## config.mk

```make
export PLATFORM = sky130hd
export DESIGN_NAME = sync_trigger_fsm
export DESIGN_NICKNAME = d
export VERILOG_FILES = /design/src/rtl/sync_trigger_fsm.sv
export SDC_FILE = /design/constraint.sdc
export NUM_CORES = 1
export LEC_CHECK = 0
export ABC_AREA = 1
export ABC_CLOCK_PERIOD_IN_PS = 2100
export BUFFER_PORTS_ARGS = -buffer_cell sky130_fd_sc_hd__buf_2
export CAP_MARGIN = 20
export CORE_ASPECT_RATIO = 0.6
export CORE_MARGIN = 5
export CORE_UTILIZATION = 55
export DETAILED_ROUTE_END_ITERATION = 6
export PLACE_DENSITY = 0.76
export SYNTH_ARGS = -nofsm -noshare
export SYNTH_HDL_FRONTEND = slang
export SYNTH_SLANG_ARGS = --single-unit
```

## constraint.sdc

```tcl
create_clock -name clock -period 2.1 [get_ports clock]
set_input_delay 0.21 -clock clock [delete_from_list [all_inputs] [get_ports clock]]
set_output_delay 0.21 -clock clock [all_outputs]
set_load 0.02 [all_outputs]
```

## src/rtl/sync_trigger_fsm.sv

```systemverilog
// Multi-channel synchronization trigger FSM: armed start, fast-gate shot counting, delayed trigger pulses.
// Optional input debounce filter enabled by defining SYNC_TRIG_DEBOUNCE_EN.
module sync_trigger_fsm #(
   parameter int CHANNELS        = 4,
   parameter int DELAY_CYCLES    = 400_000,
   parameter int PULSE_CYCLES    = 20_000,
   parameter int SHOT_W          = 8,
   parameter int DEBOUNCE_CYCLES = 16
) (
   input  logic                clock,
   input  logic                reset,
   input  logic                start_signal,
   input  logic                fg_signal,
   input  logic [CHANNELS-1:0] channel_enable,
   input  logic [CHANNELS-1:0] detector_ready,
   input  logic [SHOT_W-1:0]   shot_count,
   output logic [CHANNELS-1:0] detector_trigger,
   output logic                busy,
   output logic [SHOT_W-1:0]   shots_done,
   output logic                missed,
   output logic                done,
   output logic [1:0]          fsm_state_o
);

   localparam int MAX_CYC = (DELAY_CYCLES > PULSE_CYCLES) ? DELAY_CYCLES : PULSE_CYCLES;
   localparam int CNT_W   = $clog2(MAX_CYC + 1);
   localparam logic [CNT_W-1:0]  DELAY_LAST = CNT_W'(DELAY_CYCLES - 1);
   localparam logic [CNT_W-1:0]  PULSE_LAST = CNT_W'(PULSE_CYCLES - 1);
   localparam logic [SHOT_W-1:0] SHOT_MAX   = '1;

   localparam logic [1:0] ST_IDLE  = 2'd0;
   localparam logic [1:0] ST_ARMED = 2'd1;
   localparam logic [1:0] ST_DELAY = 2'd2;
   localparam logic [1:0] ST_FIRE  = 2'd3;

   // Bit 0 carries start, bit 1 carries fast gate through the whole input path.
   logic [1:0] sync1_q, sync2_q;
   logic [1:0] clean;
   logic [1:0] clean_prev_q;
   logic [1:0] edges;

   always_ff @(posedge clock or posedge reset) begin
      if (reset) begin
         sync1_q <= 2'b00;
         sync2_q <= 2'b00;
      end else begin
         sync1_q <= {fg_signal, start_signal};
         sync2_q <= sync1_q;
      end
   end

`ifdef SYNC_TRIG_DEBOUNCE_EN
   localparam int DB_W = $clog2(DEBOUNCE_CYCLES + 1);
   localparam logic [DB_W-1:0] DB_LAST = DB_W'(DEBOUNCE_CYCLES - 1);

   logic [DB_W-1:0] db_cnt_q [2];
   logic [1:0]      filt_q;

   // The filtered level follows the raw level only after DEBOUNCE_CYCLES stable cycles.
   always_ff @(posedge clock or posedge reset) begin
      if (reset) begin
         filt_q      <= 2'b00;
         db_cnt_q[0] <= '0;
         db_cnt_q[1] <= '0;
      end else begin
         for (int i = 0; i < 2; i++) begin
            if (sync2_q[i] == filt_q[i]) begin
               db_cnt_q[i] <= '0;
            end else if (db_cnt_q[i] == DB_LAST) begin
               filt_q[i]   <= sync2_q[i];
               db_cnt_q[i] <= '0;
            end else begin
               db_cnt_q[i] <= db_cnt_q[i] + DB_W'(1);
            end
         end
      end
   end

   assign clean = filt_q;
`else
   assign clean = sync2_q;
`endif

   always_ff @(posedge clock or posedge reset) begin
      if (reset) clean_prev_q <= 2'b00;
      else       clean_prev_q <= clean;
   end

   assign edges = clean & ~clean_prev_q;

   logic                start_edge, fg_edge, all_ready;
   logic [1:0]          state_q, state_d;
   logic [CNT_W-1:0]    cnt_q, cnt_d;
   logic [CHANNELS-1:0] mask_q, mask_d;
   logic [CHANNELS-1:0] trig_q, trig_d;
   logic [SHOT_W-1:0]   count_q, count_d;
   logic [SHOT_W-1:0]   shots_q, shots_d;
   logic                missed_q, missed_d;
   logic                done_q, done_d;

   assign start_edge = edges[0];
   assign fg_edge    = edges[1];
   // Disabled channels count as ready, so an all-zero mask never blocks a shot.
   assign all_ready  = &(detector_ready | ~mask_q);

   always_comb begin
      state_d  = state_q;
      cnt_d    = cnt_q;
      mask_d   = mask_q;
      trig_d   = trig_q;
      count_d  = count_q;
      shots_d  = shots_q;
      missed_d = 1'b0;
      done_d   = 1'b0;
      case (state_q)
         ST_IDLE: begin
            if (start_edge) begin
               state_d = ST_ARMED;
               mask_d  = channel_enable;
               count_d = (shot_count == '0) ? SHOT_W'(1) : shot_count;
               shots_d = '0;
            end
         end
         ST_ARMED: begin
            if (fg_edge) begin
               if (all_ready) begin
                  state_d = ST_DELAY;
                  cnt_d   = '0;
               end else begin
                  missed_d = 1'b1;
               end
            end
         end
         ST_DELAY: begin
            if (cnt_q == DELAY_LAST) begin
               state_d = ST_FIRE;
               cnt_d   = '0;
               trig_d  = mask_q;
            end else begin
               cnt_d = cnt_q + CNT_W'(1);
            end
         end
         ST_FIRE: begin
            if (cnt_q == PULSE_LAST) begin
               trig_d  = '0;
               cnt_d   = '0;
               shots_d = (shots_q == SHOT_MAX) ? shots_q : shots_q + SHOT_W'(1);
               if ({1'b0, shots_q} + (SHOT_W+1)'(1) == {1'b0, count_q}) begin
                  state_d = ST_IDLE;
                  done_d  = 1'b1;
               end else begin
                  state_d = ST_ARMED;
               end
            end else begin
               cnt_d = cnt_q + CNT_W'(1);
            end
         end
         default: state_d = ST_IDLE;
      endcase
   end

   always_ff @(posedge clock or posedge reset) begin
      if (reset) begin
         state_q  <= ST_IDLE;
         cnt_q    <= '0;
         mask_q   <= '0;
         trig_q   <= '0;
         count_q  <= '0;
         shots_q  <= '0;
         missed_q <= 1'b0;
         done_q   <= 1'b0;
      end else begin
         state_q  <= state_d;
         cnt_q    <= cnt_d;
         mask_q   <= mask_d;
         trig_q   <= trig_d;
         count_q  <= count_d;
         shots_q  <= shots_d;
         missed_q <= missed_d;
         done_q   <= done_d;
      end
   end

   assign detector_trigger = trig_q;
   assign busy             = (state_q != ST_IDLE);
   assign shots_done       = shots_q;
   assign missed           = missed_q;
   assign done             = done_q;
   assign fsm_state_o      = state_q;

endmodule

```

==> impl_metrics.yaml <==
worst_setup_path:
  critPathMaxFanout: 5
  path_buf_inv: 2
  crit_top_cell: "nand2_1"
  cp_top_family: "simple AND/OR/NAND/NOR gates"
  critPathSlowestCell: "dfrtp_1"
  crit_chain: "ha_1 > nand2_1 > nor2_1 > inv_1 > nor2_2 > nand3_1 > xor2_1 > inv_1 > nand3_1 > nand2_1 > nand2_1 > nand2_1"
  regToRegEndpoint: "cnt_q[14]"
  timing.rr.start: "cnt_q[1]"
  arrival_ns: 2.12
  required_ns: 2.30
  critPathLaunchType: "register"
  r2r_cells: 12
  ff2ff_setup_slack_ns: 0.18
  critPathMaxStageDelay_ns: 0.38
  cp-end-kind: "register"
  crit_type: "reg -> reg"
floorplanning:
  rows: 21
  die_y_microns: 68.98
  start_util_pct: 56.96
  die_area_sq_um: 7469
  core-area_sq_um: 5597
  ios: 37
  dieWidth_microns: 108.3
logic_synthesis:
  seq_area_frac_synth_pct: 41.60
  yosys.area.top_type_share_pct: 41.60
  synth_area_leaders: "dfrtp_1, nand2_1, inv_1"
  synth_edf_count: 0
  synth_cells: 434
  async_flop_share_pct: 100.0
  synth_seq_cells: 53
  synthFlopType: "dfrtp_1"
  avgSynthCellArea_sq_um: 7.346
  synth.net_count: 460
  synth_top_area_cell: "dfrtp_1"
  netlist_area_sq_um: 3188
  synth.distinct_cells: 36
  yosysWarnings: 0
final_layout:
  final_util_pct: 65.08
  drive_gt1_share_pct: 17.01
  syn_to_final_growth_pct: 14.25
  fill_cells: 507
  nets: 508
  n_antenna_cell: 0
outcome:
  run_status: "finished, final reports clean"
clock_tree:
  htreeDepth: 2
  numClockSinks: 53
  cts_tree: "built"
  cts-root-buf: "clkbuf_8"
  clock_path_buffers: 2
  clk_latency_ns: 0.30
  cts_buffers: 5
  clk_pin_slew_ns: 0.10
  post_cts_buffers: 0
timing:
  fmax_ghz: 0.5214
  setup_viol: 0
  rsz0062_at_grt: "no"
  finalCritPeriodShare_pct: 91.32
  fin_skew_ns: 0.006163
  hold_viol: 0
  min_period_ns: 1.918
  fin_tns_setup_ns: 0
  maxSlewHeadroom_pct: 68.49
  final.setup.worst_slack_ns: 0.1822
  slew_viol_final: 0
  tightest_slew_ns: 0.4678
power_and_ir_drop:
  vdd_drop_max_v: 0.0003291
  power_density_nw_per_um2: 463.1
  p_sw_uw: 393.3
  p_seq_share_pct: 61.6
  p_sw_share_pct: 23.31
  clkPwrFrac_pct: 34.1
  pwr-share-comb_pct: 4.2
  p_leak_nw: 1.848
  p_int_mw: 1.294
job:
  max_cap_viol_count: 0
place:
  dp_hpwl_microns: 6820
  numPortBuffers: 36
  place_ws_ns: 0.2339
  place.gp.congestion: 1.022
drt:
  drtAntennaViolNets: 0
  finalWirelength_microns: 8547
  via_per_inst: 5.525
  drt_iter0_markers: 264
  first_pass_iters: 6
  wire_per_inst_microns: 15.21
  vias: 3105
  drc: 0
hold_path:
  hold_class: "in -> reg"
  hold_path_end: "mask_q[1]"
  hold_start: "channel_enable[1]"
  whs_path_depth: 3
global_route:
  grt.overflow.total: 0
  globalRouteTotalUtil_pct: 25.68
  grt_pass1_wl_microns: 14670
  grt_max_degree: 43
  antenna_found_initial: 0
  grt_pass1_vias: 2901
what timing repair did:
action                                  CTS  global route
endpoints found under the setup margin    0             2
hold endpoints to repair                 13             0
hold buffers                              3             0
resized for setup                         0             2
tightest hold or removal path, stage by stage:
cell     delay, ns
buf_2         0.08
nor2_1        0.03
a21oi_1       0.09
how the worst max path moves through the flow:
stage	end	cells past startpoint	from	slack (ns)
after floorplan	shots_done[3]	7	fsm_state_o[0]	0.42
final	cnt_q[14]	12	cnt_q[1]	0.18
after global placement	fsm_state_o[0]	12	shots_done[0]	0.28
after global routing	cnt_q[14]	12	cnt_q[1]	0.007
after CTS	cnt_q[14]	12	cnt_q[1]	0.23
after detailed placement	cnt_q[12]	9	cnt_q[10]	0.23
stage by stage:
step	total power [mW]	cell area [sq um]	hold WS [ns]	instances
2_1_floorplan	1.092	3188	0.2414	434
3_3_place_gp	1.126	3521	0.1659	552
3_5_place_dp	1.129	3521	0.1690	552
4_1_cts	1.705	3636	0.1428	562
5_1_grt	1.766	3642	0.1447	562
6_report	1.687	3642	0.1456	562
cells in the mapped netlist (all sizes together) (5+ instances only):
cell type / instances
nand2: 116
dfrtp: 53
nand4: 12
inv: 65
xor2: 10
ha: 6
buf: 5
nor3: 19
o21ai: 33
nor2: 34
a21oi: 16
nand3: 44
clkbuf: 7
per-layer routing:
metal	wire length [microns]	global-route usage [%]	vias up
met5	0	0	-
met2	3289	36.84	136
met4	46	4.094	0
li1	-	-	1501
met1	4326	39.44	1460
met3	885	6.419	8
cells in the final DEF (no fill, tap or decap), drive strengths merged:
cell         instances
a21oi               16
a41oi                1
buf                 50
clkbuf               5
clkinv               1
clkinvlp             1
dfrtp               53
dlygate4sd3          3
ha                   6
inv                 65
nand2              116
nand3               44
nand3b               1
nand4               12
nor2                34
nor3                19
nor4                 4
o2111ai              1
o211ai               2
o21a                 1
o21ai               33
o22ai                2
or2                  1
xnor2                1
xor2                10
final cells by class:
class                   count  area (sq um)  share of cell area (%)
repair buffers             53         327.8                   9.000
multi-input cells         304          1558                   42.77
clock inverters             2         16.27                  0.4466
clock buffers               5         68.82                   1.889
well taps                  80         100.1                   2.748
inverters                  65         244.0                   6.699
flip-flops and latches     53          1328                   36.45
logic make-up after synthesis:
logic type      count (synthesis)  synth area share (%)
xor+xnor                       11                 3.022
flops                          53                 41.60
fa+ha+maj                       6                 2.355
simple gates                  231                 33.75
compound gates                 56                 9.576
buf+inv                        77                 9.694
state kept, by name (all words and copies together), names as in the netlist, 4 cells and up:
signal            cells
cnt_q                19
mask_q                4
shots_done            8
detector_trigger      4
count_q               8
power groups by stage:
stage                     logic (mW)  registers [mW]  clock network, mW
after floorplan               0.0340            1.06                  0
after global placement        0.0661            1.06                  0
after detailed placement      0.0687            1.06                  0
after CTS                     0.0732            1.04              0.591
after global routing          0.0823            1.04              0.641
final                         0.0716            1.04              0.575
Note: power is estimated with default switching activity, not from simulation.
